[src/rtl/brus16_pkg.sv]
// Shared constants and the fetch entry type for the brus16 fetch stage.
package brus16_pkg;

  localparam int ADDR_W  = 13;
  localparam int INSTR_W = 16;
  localparam logic [ADDR_W-1:0] RESET_PC = 13'h0;

  typedef struct packed {
    logic [ADDR_W-1:0]  pc;
    logic [INSTR_W-1:0] instr;
  } fetch_entry_t;

endpackage

[src/rtl/brus16_fetch_fifo.sv]
// Synchronous skid FIFO of fetch entries; flush wins over push and pop.
module brus16_fetch_fifo
  import brus16_pkg::*;
#(
  parameter int DEPTH = 2,
  localparam int PTR_W = (DEPTH > 1) ? $clog2(DEPTH) : 1,
  localparam int CNT_W = $clog2(DEPTH + 1)
) (
  input  logic             clk,
  input  logic             reset,
  input  logic             push,
  input  logic             pop,
  input  logic             flush,
  input  fetch_entry_t     din,
  output fetch_entry_t     dout,
  output logic [CNT_W-1:0] count,
  output logic             empty
);

  fetch_entry_t     mem_q [DEPTH];
  logic [PTR_W-1:0] wr_ptr_q, wr_ptr_d;
  logic [PTR_W-1:0] rd_ptr_q, rd_ptr_d;
  logic [CNT_W-1:0] count_q, count_d;
  logic             do_push, do_pop;

  always_comb begin
    do_push  = push & ~flush;
    do_pop   = pop & ~flush & (count_q != '0);
    wr_ptr_d = wr_ptr_q;
    rd_ptr_d = rd_ptr_q;
    count_d  = count_q;
    if (flush) begin
      wr_ptr_d = '0;
      rd_ptr_d = '0;
      count_d  = '0;
    end else begin
      if (do_push) wr_ptr_d = (wr_ptr_q == PTR_W'(DEPTH - 1)) ? '0 : wr_ptr_q + 1'b1;
      if (do_pop)  rd_ptr_d = (rd_ptr_q == PTR_W'(DEPTH - 1)) ? '0 : rd_ptr_q + 1'b1;
      if (do_push && !do_pop)      count_d = count_q + 1'b1;
      else if (do_pop && !do_push) count_d = count_q - 1'b1;
    end
  end

  always_ff @(posedge clk) begin
    if (reset) begin
      wr_ptr_q <= '0;
      rd_ptr_q <= '0;
      count_q  <= '0;
    end else begin
      wr_ptr_q <= wr_ptr_d;
      rd_ptr_q <= rd_ptr_d;
      count_q  <= count_d;
    end
  end

  // Storage needs no reset: count gates every read.
  always_ff @(posedge clk) begin
    if (do_push && !reset) mem_q[wr_ptr_q] <= din;
  end

  assign dout  = mem_q[rd_ptr_q];
  assign count = count_q;
  assign empty = (count_q == '0);

endmodule

[src/rtl/brus16_fetch.sv]
// brus16 instruction fetch stage: PC, ROM issue with credit check, skid FIFO, bypass.
// Optional perf counters built only when BRUS16_FETCH_PERF_EN is defined.
module brus16_fetch
  import brus16_pkg::*;
#(
  parameter int BUF_DEPTH = 2
) (
  input  logic               clk,
  input  logic               reset,
  output logic [ADDR_W-1:0]  rom_ad,
  output logic               rom_ce,
  output logic               rom_oce,
  output logic               rom_reset,
  input  logic [INSTR_W-1:0] rom_dout,
  input  logic               redirect_valid,
  input  logic [ADDR_W-1:0]  redirect_pc,
  output logic               instr_valid,
  input  logic               instr_ready,
  output logic [INSTR_W-1:0] instr,
  output logic [ADDR_W-1:0]  instr_pc,
  output logic [31:0]        perf_fetched,
  output logic [31:0]        perf_stall
);

  localparam int CNT_W = $clog2(BUF_DEPTH + 1);
  localparam logic [CNT_W:0] DEPTH_L = (CNT_W + 1)'(BUF_DEPTH);

  logic [ADDR_W-1:0] pc_q, pc_d;
  logic              inflight_q, inflight_d;
  logic [ADDR_W-1:0] tag_q, tag_d;

  fetch_entry_t      fifo_head, ret_entry, out_entry;
  logic [CNT_W-1:0]  fifo_count;
  logic              fifo_empty, fifo_push, fifo_pop;
  logic              valid_raw, pop, issue;
  logic [CNT_W:0]    occ;

  brus16_fetch_fifo #(.DEPTH(BUF_DEPTH)) u_fifo (
    .clk   (clk),
    .reset (reset),
    .push  (fifo_push),
    .pop   (fifo_pop),
    .flush (redirect_valid),
    .din   (ret_entry),
    .dout  (fifo_head),
    .count (fifo_count),
    .empty (fifo_empty)
  );

  always_comb begin
    ret_entry       = '0;
    ret_entry.pc    = tag_q;
    ret_entry.instr = rom_dout;

    // FIFO head has priority; the returning ROM word bypasses only into an empty FIFO.
    out_entry = '0;
    if (!fifo_empty)     out_entry = fifo_head;
    else if (inflight_q) out_entry = ret_entry;

    valid_raw   = ~fifo_empty | inflight_q;
    instr_valid = valid_raw & ~reset;
    instr       = reset ? '0 : out_entry.instr;
    instr_pc    = reset ? '0 : out_entry.pc;
    pop         = instr_valid & instr_ready;

    fifo_pop  = pop & ~fifo_empty;
    fifo_push = inflight_q & ~(fifo_empty & pop);

    occ   = (CNT_W + 1)'(fifo_count) + (CNT_W + 1)'(inflight_q) - (CNT_W + 1)'(pop);
    issue = ~reset & ~redirect_valid & (occ < DEPTH_L);

    pc_d       = pc_q;
    tag_d      = tag_q;
    inflight_d = issue;
    if (redirect_valid) begin
      pc_d = redirect_pc;
    end else if (issue) begin
      pc_d  = pc_q + 1'b1;
      tag_d = pc_q;
    end
  end

  always_ff @(posedge clk) begin
    if (reset) begin
      pc_q       <= RESET_PC;
      inflight_q <= 1'b0;
      tag_q      <= '0;
    end else begin
      pc_q       <= pc_d;
      inflight_q <= inflight_d;
      tag_q      <= tag_d;
    end
  end

  assign rom_ad    = pc_q;
  assign rom_ce    = issue;
  assign rom_oce   = 1'b1;
  assign rom_reset = reset;

`ifdef BRUS16_FETCH_PERF_EN
  logic [31:0] perf_fetched_q, perf_fetched_d;
  logic [31:0] perf_stall_q, perf_stall_d;

  always_comb begin
    perf_fetched_d = perf_fetched_q + {31'd0, pop};
    perf_stall_d   = perf_stall_q + {31'd0, instr_valid & ~instr_ready};
  end

  always_ff @(posedge clk) begin
    if (reset) begin
      perf_fetched_q <= '0;
      perf_stall_q   <= '0;
    end else begin
      perf_fetched_q <= perf_fetched_d;
      perf_stall_q   <= perf_stall_d;
    end
  end

  assign perf_fetched = perf_fetched_q;
  assign perf_stall   = perf_stall_q;
`else
  assign perf_fetched = '0;
  assign perf_stall   = '0;
`endif

endmodule
[config.mk]
export PLATFORM = sky130hd
export DESIGN_NAME = brus16_fetch
export DESIGN_NICKNAME = d
export VERILOG_FILES = /design/src/rtl/brus16_pkg.sv /design/src/rtl/brus16_fetch_fifo.sv /design/src/rtl/brus16_fetch.sv
export SDC_FILE = /design/constraint.sdc
export NUM_CORES = 1
export LEC_CHECK = 0
export BUFFER_PORTS_ARGS = -buffer_cell sky130_fd_sc_hd__buf_2
export CAP_MARGIN = 15
export CORE_UTILIZATION = 35
export CTS_CLUSTER_DIAMETER = 40
export DETAILED_ROUTE_END_ITERATION = 8
export PLACE_DENSITY_LB_ADDON = 0.15
export RECOVER_POWER = 25
export SLEW_MARGIN = 10
export SYNTH_ARGS = -nofsm -noshare
export SYNTH_HDL_FRONTEND = slang
export SYNTH_HIERARCHICAL = 1
export SYNTH_SLANG_ARGS = --single-unit
export TNS_END_PERCENT = 10
[constraint.sdc]
create_clock -name clk -period 3.4 [get_ports clk]
set_input_delay 0.68 -clock clk [delete_from_list [all_inputs] [get_ports clk]]
set_output_delay 0.68 -clock clk [all_outputs]
set_load 0.005 [all_outputs]
==> results.json, run 1 <==
{
  "status": "finished clean",
  "drive_above_1_share_pct": 25.7,
  "syn-instance-count": 440,
  "crit_path_end_kind": "output port",
  "dp.final_hpwl_um": 6050,
  "worstPathRequired_ns": 2.72,
  "wire_per_inst_um": 13.8,
  "antenna_cells": 0,
  "drc": 0,
  "power_density_nw_per_um2": 451,
  "clock_latency_ns": 0.33,
  "area_delta_synth_final_pct": 13.8,
  "yosys.area.top_type": "edfxtp_1",
  "vias": 3215,
  "antenna_found_initial": 0,
  "vias_per_cell": 4.63,
  "fin_nets": 554,
  "rrSetupSlack_ns": 0.48,
  "synth_ff_type": "edfxtp_1",
  "drv_cap": 0,
  "ys_seq_elements": 90,
  "r2r-start": "u_fifo/count[0]",
  "setup_viol": 0,
  "maxSlewHeadroom_pct": 53.6,
  "path_cells": "buf_2 -> a21oi_1 -> and2_1 -> ha_1 -> nand2b_1 -> fa_1 -> nor2b_2 -> nand3_2 -> clkinv_1 -> buf_2",
  "initial_core_util_pct": 36.2,
  "cp_common_cell": "buf_2",
  "gp_congestion": 0.800,
  "hold_path.class": "flop to flop",
  "critPathCapture": "rom_ce",
  "rsz0062_at_grt": "no",
  "htreeDepth": 3,
  "layout_worst_path_cycle_share_pct": 93.7,
  "ant_nets": 0,
  "cp-start-kind": "primary input",
  "slew_violations": 0,
  "grt_pass1_wl_um": 15100,
  "synth_edf_count": 58,
  "io_pins": 143,
  "r2r_end": "rom_ad[5]",
  "yosysSeqAreaShare_pct": 51.7,
  "grt_pass1_vias": 2904,
  "synth_area_leaders": "edfxtp_1 (38%), dfxtp_1 (14%), buf_4 (11%), mux2_2 (7.1%), a21oi_1 (5.3%)",
  "clkTransAtPathRegs_ns": 0.06,
  "num_rows": 41,
  "max_clock_freq_mhz": 314,
  "drtIter0Drc": 183,
  "grt_use_total_pct": 14.7,
  "crit_fanout": 3,
  "cts_tree": "built",
  "cts.sinks": 90,
  "synth_area_um2": 4610,
  "die_y_um": 117,
  "clock_path_buffers": 2,
  "crit_type": "primary input to output port",
  "finClkSkew_ns": 0.00545,
  "cts_made_buffers": 9,
  "wirelength_um": 9580,
  "yosys.area.top_type_share_pct": 37.8,
  "reg2reg_depth": 11,
  "grt_max_degree": 64,
  "core_area_um2": 12700,
  "yosys.cell_types.count": 44,
  "total_power_uw": 2360,
  "p_leak_uw": 0.00198,
  "fin_crit_ns": 3.18,
  "hold_viol": 0,
  "die_w_um": 117,
  "slowest_stage": "fa_1",
  "arrival_ns": 2.50,
  "synth_warnings": 6,
  "grt_overflow": 0,
  "ir_drop_mv": 0.230,
  "drtPass1Iterations": 4,
  "fin_setup_tns_ns": 0,
  "port_buffers": 77,
  "clock-root-buffer": "clkbuf_16",
  "avgSynthCellArea_um2": 10.5,
  "startpoint": "reset",
  "worst_pin_slew_ns": 0.696,
  "critPathMaxStageDelay_ns": 0.50,
  "ys_async_sr_fraction_pct": 0,
  "dieArea_um2": 13600
}
-- synthesized netlist by cell type (all sizes together) (2+ instances only) --
master / count
a21oi: 49
a31oi: 8
and2: 3
and4: 2
buf: 72
clkbuf: 16
conb: 2
dfxtp: 32
edfxtp: 58
ha: 3
inv: 4
mux2: 29
nand2: 42
nand2b: 14
nand3: 18
nand4: 3
nor2: 21
nor2b: 20
nor3: 4
o211ai: 6
o21ai: 2
o311ai: 4
o31a: 2
or3: 4
or4: 5
xnor2: 3
xor2: 4
-- cell usage in the layout, fill, tap and decap left out, types with 2 or more instances in the layout --
| cell type | Yosys | final |
|---|---|---|
| a21oi_1 | 49 | 49 |
| a31oi_1 | 8 | 8 |
| and2_1 | 3 | 3 |
| buf_2 | 5 | 66 |
| buf_4 | 66 | 14 |
| clkbuf_1 | 16 | 13 |
| clkbuf_16 | 0 | 10 |
| clkinv_2 | 0 | 2 |
| conb_1 | 2 | 65 |
| dfxtp_1 | 32 | 31 |
| edfxtp_1 | 58 | 58 |
| ha_1 | 3 | 3 |
| inv_1 | 4 | 4 |
| mux2_2 | 29 | 29 |
| nand2_1 | 42 | 42 |
| nand2b_1 | 14 | 14 |
| nand3_1 | 17 | 17 |
| nand4_1 | 2 | 2 |
| nor2_1 | 21 | 19 |
| nor2_2 | 0 | 2 |
| nor2b_1 | 20 | 19 |
| nor3_1 | 4 | 4 |
| o211ai_1 | 6 | 6 |
| o21ai_0 | 2 | 2 |
| o311ai_0 | 4 | 4 |
| o31a_1 | 2 | 2 |
| or3_1 | 3 | 3 |
| or4_1 | 5 | 5 |
| xnor2_1 | 2 | 2 |
| xor2_1 | 4 | 4 |
-- what timing repair did --
| item | CTS | global route |
|---|---|---|
| setup endpoints to repair | 0 | 1 |
| endpoints found under the hold margin | 0 | 0 |
| gates resized for setup | 0 | 2 |
| setup buffers | 0 | 1 |
| hold buffers | 0 | 0 |
-- cell families (layout without fill, tap and decap cells) --
family,after synthesis,count (layout),share of synthesized area [%]
xor gates and xnor gates,7,7,1.49
other,2,65,0.163
buffers and inverters,93,112,13.3
AOI/OAI and AO/OA,75,75,9.45
adders and majority gates,4,4,1.25
and+or+nand+nor,140,140,15.6
muxes,29,29,7.09
DFF,90,90,51.7
-- how the worst min path moves through the flow --
| stage | cells after the start | slack (ns) | end | startpoint |
|---|---|---|---|---|
| 2_1_floorplan | 0 | 0.45 | u_fifo/mem_q[0][16] | tag_q[0] |
| 3_5_place_dp | 0 | 0.47 | u_fifo/mem_q[0][24] | tag_q[8] |
| 4_1_cts | 0 | 0.48 | u_fifo/mem_q[0][27] | tag_q[11] |
| 6_report | 0 | 0.47 | u_fifo/mem_q[1][27] | tag_q[11] |
| 5_1_grt | 0 | 0.50 | u_fifo/mem_q[0][27] | tag_q[11] |
| 3_3_place_gp | 0 | 0.46 | u_fifo/mem_q[0][27] | tag_q[11] |
-- through the flow --
step / worst slack (ns) / utilization (%) / instance area (um^2) / cells / hold slack (ns)
after floorplan: 0.0568 / - / 4840 / 503 / 0.447
after global placement: 0.162 / 38.9 / 4950 / 677 / 0.457
after detailed placement: 0.102 / 38.9 / 4950 / 677 / 0.466
after CTS: 0.0931 / 41.2 / 5240 / 693 / 0.482
after global routing: 0.000203 / 41.2 / 5240 / 694 / 0.502
final: 0.215 / 41.2 / 5240 / 694 / 0.475
-- layer usage --
metal	wire length [um]	GRT usage, %	vias to the layer above
li1	-	-	1573
met1	4630	20.0	1531
met2	4330	22.8	106
met3	544	3.89	5
met4	85	4.30	0
met5	0	0	-
-- where the power goes --
group / leakage (uW) / switching (uW) / internal [uW] / total, uW
Clock: 0.000145 / 382 / 566 / 948
Combinational: 0.00106 / 128 / 78.5 / 206
Sequential: 0.000773 / 24.6 / 1180 / 1210
Total: 0.00198 / 535 / 1830 / 2360
-- cell type report --
class	instances	area, um^2
Timing Repair Buffer	91	477
Inverter	5	18.8
Clock buffer	14	279
Sequential cell	90	2380
Tap cell	172	215
Fill cell	1293	7480
Clock inverter	2	10.0
Multi-Input combinational cell	320	1860
-- state kept, by name, indices dropped and copies added, names as in the netlist, named ones only --
name	flops
inflight_q	1
rom_ad	13
tag_q	13
u_fifo/count	2
u_fifo/mem_q	58
u_fifo/rd_ptr_q	1
u_fifo/wr_ptr_q	1
-- critical path, delay by kind of cell --
kind                       cells  cell delay [ns]
adders and majority gates      2             0.73
and+or+nand+nor                4             0.63
buffers and inverters          3             0.32
AOI/OAI and AO/OA              1             0.15
Note: power is estimated with default switching activity, not from simulation.
==> run 2, diff against run 1 <==
Clock period 3.4 ns to 2.8 ns, I/O delays scaled along.
==> results.json, run 2 (synthesized netlist as in run 1, its figures left out) <==
{
  "cts_made_buffers": 9,
  "drive_above_1_share_pct": 28.1,
  "setup_ws_ns": -0.0605,
  "post-place-ws_ns": -0.325,
  "rsz0062_at_grt": "yes",
  "worst_pin_slew_ns": 0.729,
  "power_frac_comb_pct": 9.2,
  "grt_pass1_wl_um": 15500,
  "wire_per_inst_um": 14.2,
  "antenna_found_initial": 0,
  "maxSlewHeadroom_pct": 51.4,
  "slowest_stage": "fa_1",
  "min_to": "u_fifo/mem_q[1][14]",
  "vias_per_cell": 4.67,
  "arrival_ns": 2.30,
  "timing.hold.ws_ns": 0.458,
  "clock_path_buffers": 2,
  "pwr-share-seq_pct": 49.0,
  "most-common-layout-cells": "conb_1 (65), buf_2 (60), edfxtp_1 (58)",
  "path_cells": "inv_2 -> a21oi_2 -> and2_4 -> ha_4 -> nand2b_4 -> fa_1 -> nor2b_4 -> nand3_4 -> clkinv_4 -> buf_6",
  "slew_violations": 0,
  "total_power_uw": 3000,
  "ir_drop_mv": 0.350,
  "stdcell_count": 705,
  "grt_overflow": 0,
  "top_register": "u_fifo/mem_q",
  "initial_core_util_pct": 36.2,
  "hold_path.class": "primary input to flop",
  "dp_cells": 685,
  "p_int_uw": 2270,
  "ant_nets": 0,
  "hold_viol": 0,
  "p_clk_share_pct": 41.8,
  "min-delay-start": "rom_dout[14]",
  "critPathMaxStageDelay_ns": 0.49,
  "wirelength_um": 9990,
  "drc": 0,
  "gp_congestion": 0.784,
  "reg2reg_depth": 11,
  "cts.sinks": 90,
  "fin_nets": 565,
  "r2r-start": "inflight_q",
  "p_leak_uw": 0.00207,
  "critical-path-top-delay-family": "adder cells",
  "htreeDepth": 3,
  "hold_buffers": 0,
  "finalCoreUtilization_pct": 42.6,
  "drtIter0Drc": 150,
  "p_sw_uw": 727,
  "worstPathRequired_ns": 2.24,
  "violations": "negative setup slack",
  "die_y_um": 117,
  "met1Wirelength_um": 4920,
  "hold_path_depth": 1,
  "max_clock_freq_mhz": 350,
  "grt_use_total_pct": 15.0,
  "fin_crit_ns": 2.86,
  "io_pins": 143,
  "clkTransAtPathRegs_ns": 0.07,
  "power_density_nw_per_um2": 553,
  "cp-start-kind": "flop",
  "r2r_end": "rom_ad[8]",
  "layout_worst_path_cycle_share_pct": 102,
  "antenna_cells": 0,
  "wl_met2_um": 4400,
  "swShare_pct": 24.3,
  "drv_cap": 0,
  "largest_reg_flops": 58,
  "grt_max_degree": 64,
  "rrSetupSlack_ns": 0.06,
  "setup_viol": 1,
  "crit_path_end_kind": "output port",
  "clock_latency_ns": 0.34,
  "maxUsedRoutingLayer": "met4",
  "crit_fanout": 3,
  "critPathBufInv": 3,
  "status": "finished, violations left",
  "die_w_um": 117,
  "num_rows": 41,
  "dieArea_um2": 13600,
  "finClkSkew_ns": 0.00708,
  "wl_met3_um": 546,
  "grt_pass1_vias": 2989,
  "layout_commonest_cell": "conb_1",
  "port_buffers": 77,
  "vias": 3293,
  "core_area_um2": 12700,
  "dp.final_hpwl_um": 6430,
  "cts_tree": "built",
  "area_delta_synth_final_pct": 17.6,
  "clock-root-buffer": "clkbuf_16",
  "fillCellCount": 1254,
  "drtPass1Iterations": 4,
  "crit_type": "flop to output port"
}
==> run 2: cell types whose count changed in the layout (fill, tap and decap cells not counted), moves of 2 or more <==
cell	change
buf_4	+9
buf_2	-6
clkbuf_1	+3
buf_6	+2
clkinv_4	+2
dfxtp_1	-2
dfxtp_2	+2
==> run 2: per-layer routing <==
layer	vias to the layer above	GRT usage [%]
met5	-	0
met4	0	4.56
met3	10	3.48
met2	111	23.4
met1	1576	20.7
li1	1596	-
==> run 2: stage by stage <==
stage	cell area, um^2	setup TNS (ns)
after detailed placement	5040	-4.26
after CTS	5430	-0.114
after global routing	5420	-1.05
after floorplan	4860	-0.389
final	5420	-0.0605
after global placement	5040	-3.26
==> run 2: what timing repair did <==
item | 4_1_cts | 5_1_grt
gates resized for setup | 9 | 2
buffers inserted | 3 | 1
setup endpoints to repair | 9 | 19
pin swaps | 6 | 7
==> run 2: worst reg2reg max path, cell delays in order (launching register included) <==
cell and delay, ns:
dfxtp_2 0.34, inv_2 0.04, a21oi_2 0.14, and2_4 0.18
ha_4 0.19, nand2b_4 0.13, fa_1 0.49, nor2b_4 0.18
nand3_4 0.12, buf_4 0.20, or4_1 0.52, a31oi_1 0.15
==> run 2: how the worst max path moves through the flow <==
stage,from,endpoint,slack [ns],depth (start not counted)
2_1_floorplan,u_fifo/count[1],rom_ce,-0.15,11
4_1_cts,u_fifo/count[0],rom_ce,-0.10,10
3_3_place_gp,reset,rom_ad[8],-0.25,10
3_5_place_dp,reset,rom_ad[8],-0.33,10
5_1_grt,inflight_q,rom_ce,-0.15,10
6_report,inflight_q,rom_ce,-0.06,10
==> run 2: final cells by class <==
class / instances / area [um^2] / share of cell area [%]
Multi-Input combinational cell: 320 / 1900 / 35.1
Sequential cell: 90 / 2390 / 44.0
Tap cell: 172 / 215 / 3.97
Inverter: 5 / 23.8 / 0.439
Clock inverter: 5 / 40.0 / 0.739
Timing Repair Buffer: 102 / 576 / 10.6
Clock buffer: 11 / 275 / 5.08
==> run 2: power by group through the flow <==
stage / clock, uW / combinational [uW] / sequential, uW
2_1_floorplan: 0 / 215 / 1490
3_3_place_gp: 0 / 261 / 1500
3_5_place_dp: 0 / 264 / 1500
4_1_cts: 1280 / 278 / 1470
5_1_grt: 1340 / 313 / 1470
6_report: 1250 / 276 / 1470
==> run 3, diff against run 2 <==
Settings changed: TNS_END_PERCENT 10 to default.
==> results.json, run 3 (synthesized netlist as in run 1, its figures left out) <==
{
  "status": "finished, violations left",
  "violations": "negative setup slack",
  "fin_crit_ns": 2.90,
  "min-delay-start": "rom_dout[10]",
  "max_clock_freq_mhz": 345,
  "place_area_um2": 5040,
  "cts_tree": "built",
  "clock_latency_ns": 0.33,
  "dieArea_um2": 13600,
  "largest_reg_flops": 58,
  "io_pins": 143,
  "grt_busiest_layer": "met2",
  "dp.final_hpwl_um": 6110,
  "worstPathRequired_ns": 2.24,
  "fin_nets": 565,
  "drive_above_1_share_pct": 28.1,
  "ir_drop_mv": 0.274,
  "r2r_end": "rom_ad[6]",
  "finClkSkew_ns": 0.00590,
  "drc": 0,
  "timing.hold.ws_ns": 0.467,
  "grt_pass1_vias": 2989,
  "most-common-layout-cells": "conb_1 (65), buf_2 (60), edfxtp_1 (58)",
  "layout_commonest_cell": "conb_1",
  "fillCellCount": 1306,
  "gp_congestion": 0.806,
  "clock-root-buffer": "clkbuf_16",
  "worst_pin_slew_ns": 0.724,
  "grt_use_total_pct": 14.7,
  "drv_cap": 0,
  "grt_util_met2_pct": 24.0,
  "die_y_um": 117,
  "hold_path_depth": 1,
  "setup_ws_ns": -0.0959,
  "min_to": "u_fifo/mem_q[0][10]",
  "drtPass1Iterations": 4,
  "crit_fanout": 2,
  "core_area_um2": 12700,
  "p_leak_uw": 0.00203,
  "total_power_uw": 2860,
  "htreeDepth": 3,
  "grt_util_met1_pct": 19.3,
  "die_w_um": 117,
  "arrival_ns": 2.34,
  "slew_violations": 0,
  "antenna_cells": 0,
  "r2r-start": "inflight_q",
  "rrSetupSlack_ns": 0.04,
  "reg2reg_depth": 11,
  "hold_viol": 0,
  "grt_pass1_wl_um": 15200,
  "wire_per_inst_um": 13.7,
  "num_rows": 41,
  "vias": 3261,
  "power_density_nw_per_um2": 531,
  "clkTransAtPathRegs_ns": 0.07,
  "crit_path_end_kind": "output port",
  "hold_path.class": "primary input to flop",
  "antenna_found_initial": 0,
  "cts_made_buffers": 9,
  "clock_path_buffers": 2,
  "design_area_um2": 5380,
  "use_met3_pct": 4.26,
  "grt_max_degree": 64,
  "rsz0062_at_grt": "yes",
  "wirelength_um": 9650,
  "cts.sinks": 90,
  "top_register": "u_fifo/mem_q",
  "initial_core_util_pct": 36.2,
  "cp-start-kind": "flop",
  "finalCoreUtilization_pct": 42.3,
  "port_buffers": 77,
  "vias_per_cell": 4.63,
  "multiInputGateArea_um2": 1900,
  "crit_type": "flop to output port",
  "seq_area_um2": 2390,
  "ant_nets": 0,
  "setup_viol": 1,
  "drtIter0Drc": 130,
  "maxSlewHeadroom_pct": 51.7,
  "area_delta_synth_final_pct": 16.8,
  "grt_overflow": 0,
  "layout_worst_path_cycle_share_pct": 103
}
## run 3: cell count changes in the layout (fill, tap and decap cells not counted), sizes merged
cell,before,now
clkbuf,27,25
clkinvlp,0,3
inv,7,6
## run 3: timing repair
| item | in CTS | in global routing |
|---|---|---|
| pin swaps | 5 | 3 |
| setup buffers | 4 | 3 |
| cloned | 0 | 0 |
| hold buffers | 0 | 0 |
| resized for setup | 6 | 1 |
| setup endpoints to repair | 5 | 7 |
## run 3: through the flow
| step | worst slack, ns | cells | setup TNS [ns] |
|---|---|---|---|
| final | -0.0959 | 705 | -0.0959 |
| after detailed placement | -0.224 | 682 | -2.73 |
| after global placement | -0.197 | 682 | -1.91 |
| after CTS | -0.132 | 702 | -0.132 |
| after floorplan | -0.103 | 503 | -0.103 |
| after global routing | -0.186 | 705 | -0.435 |
## run 3: worst max-delay path by stage
stage | cells after the start | end | from
2_1_floorplan | 11 | rom_ce | u_fifo/count[1]
3_3_place_gp | 10 | rom_ce | reset
3_5_place_dp | 10 | rom_ad[8] | reset
4_1_cts | 10 | rom_ce | u_fifo/count[0]
5_1_grt | 10 | rom_ce | inflight_q
6_report | 10 | rom_ce | inflight_q
## run 3: metal layers
layer	vias to the layer above	routed length, um
met4	0	80
met1	1558	4620
met5	-	0
met2	102	4450
li1	1592	-
met3	9	499
## run 3: final cells by class
class	count	share of cell area, %
Clock buffer	9	4.19
Clock inverter	7	0.977
Inverter	5	0.442
Multi-Input combinational cell	320	35.4
Sequential cell	90	44.4
Tap cell	172	4.00
Timing Repair Buffer	102	10.6
## run 3: critical path, stage by stage (launching register included)
cell	delay [ns]
dfxtp_2	0.34
inv_2	0.05
a21oi_2	0.16
and2_4	0.18
ha_4	0.19
nand2b_4	0.13
fa_2	0.53
nor2b_4	0.17
nand3_4	0.11
clkinv_4	0.08
buf_6	0.08
## run 3: report_power, final
group          leakage, uW  internal [uW]  switching (uW)  total (uW)
clock             0.000126            606             509        1120
sequential        0.000774           1440            29.3        1470
combinational      0.00113            113             163         276
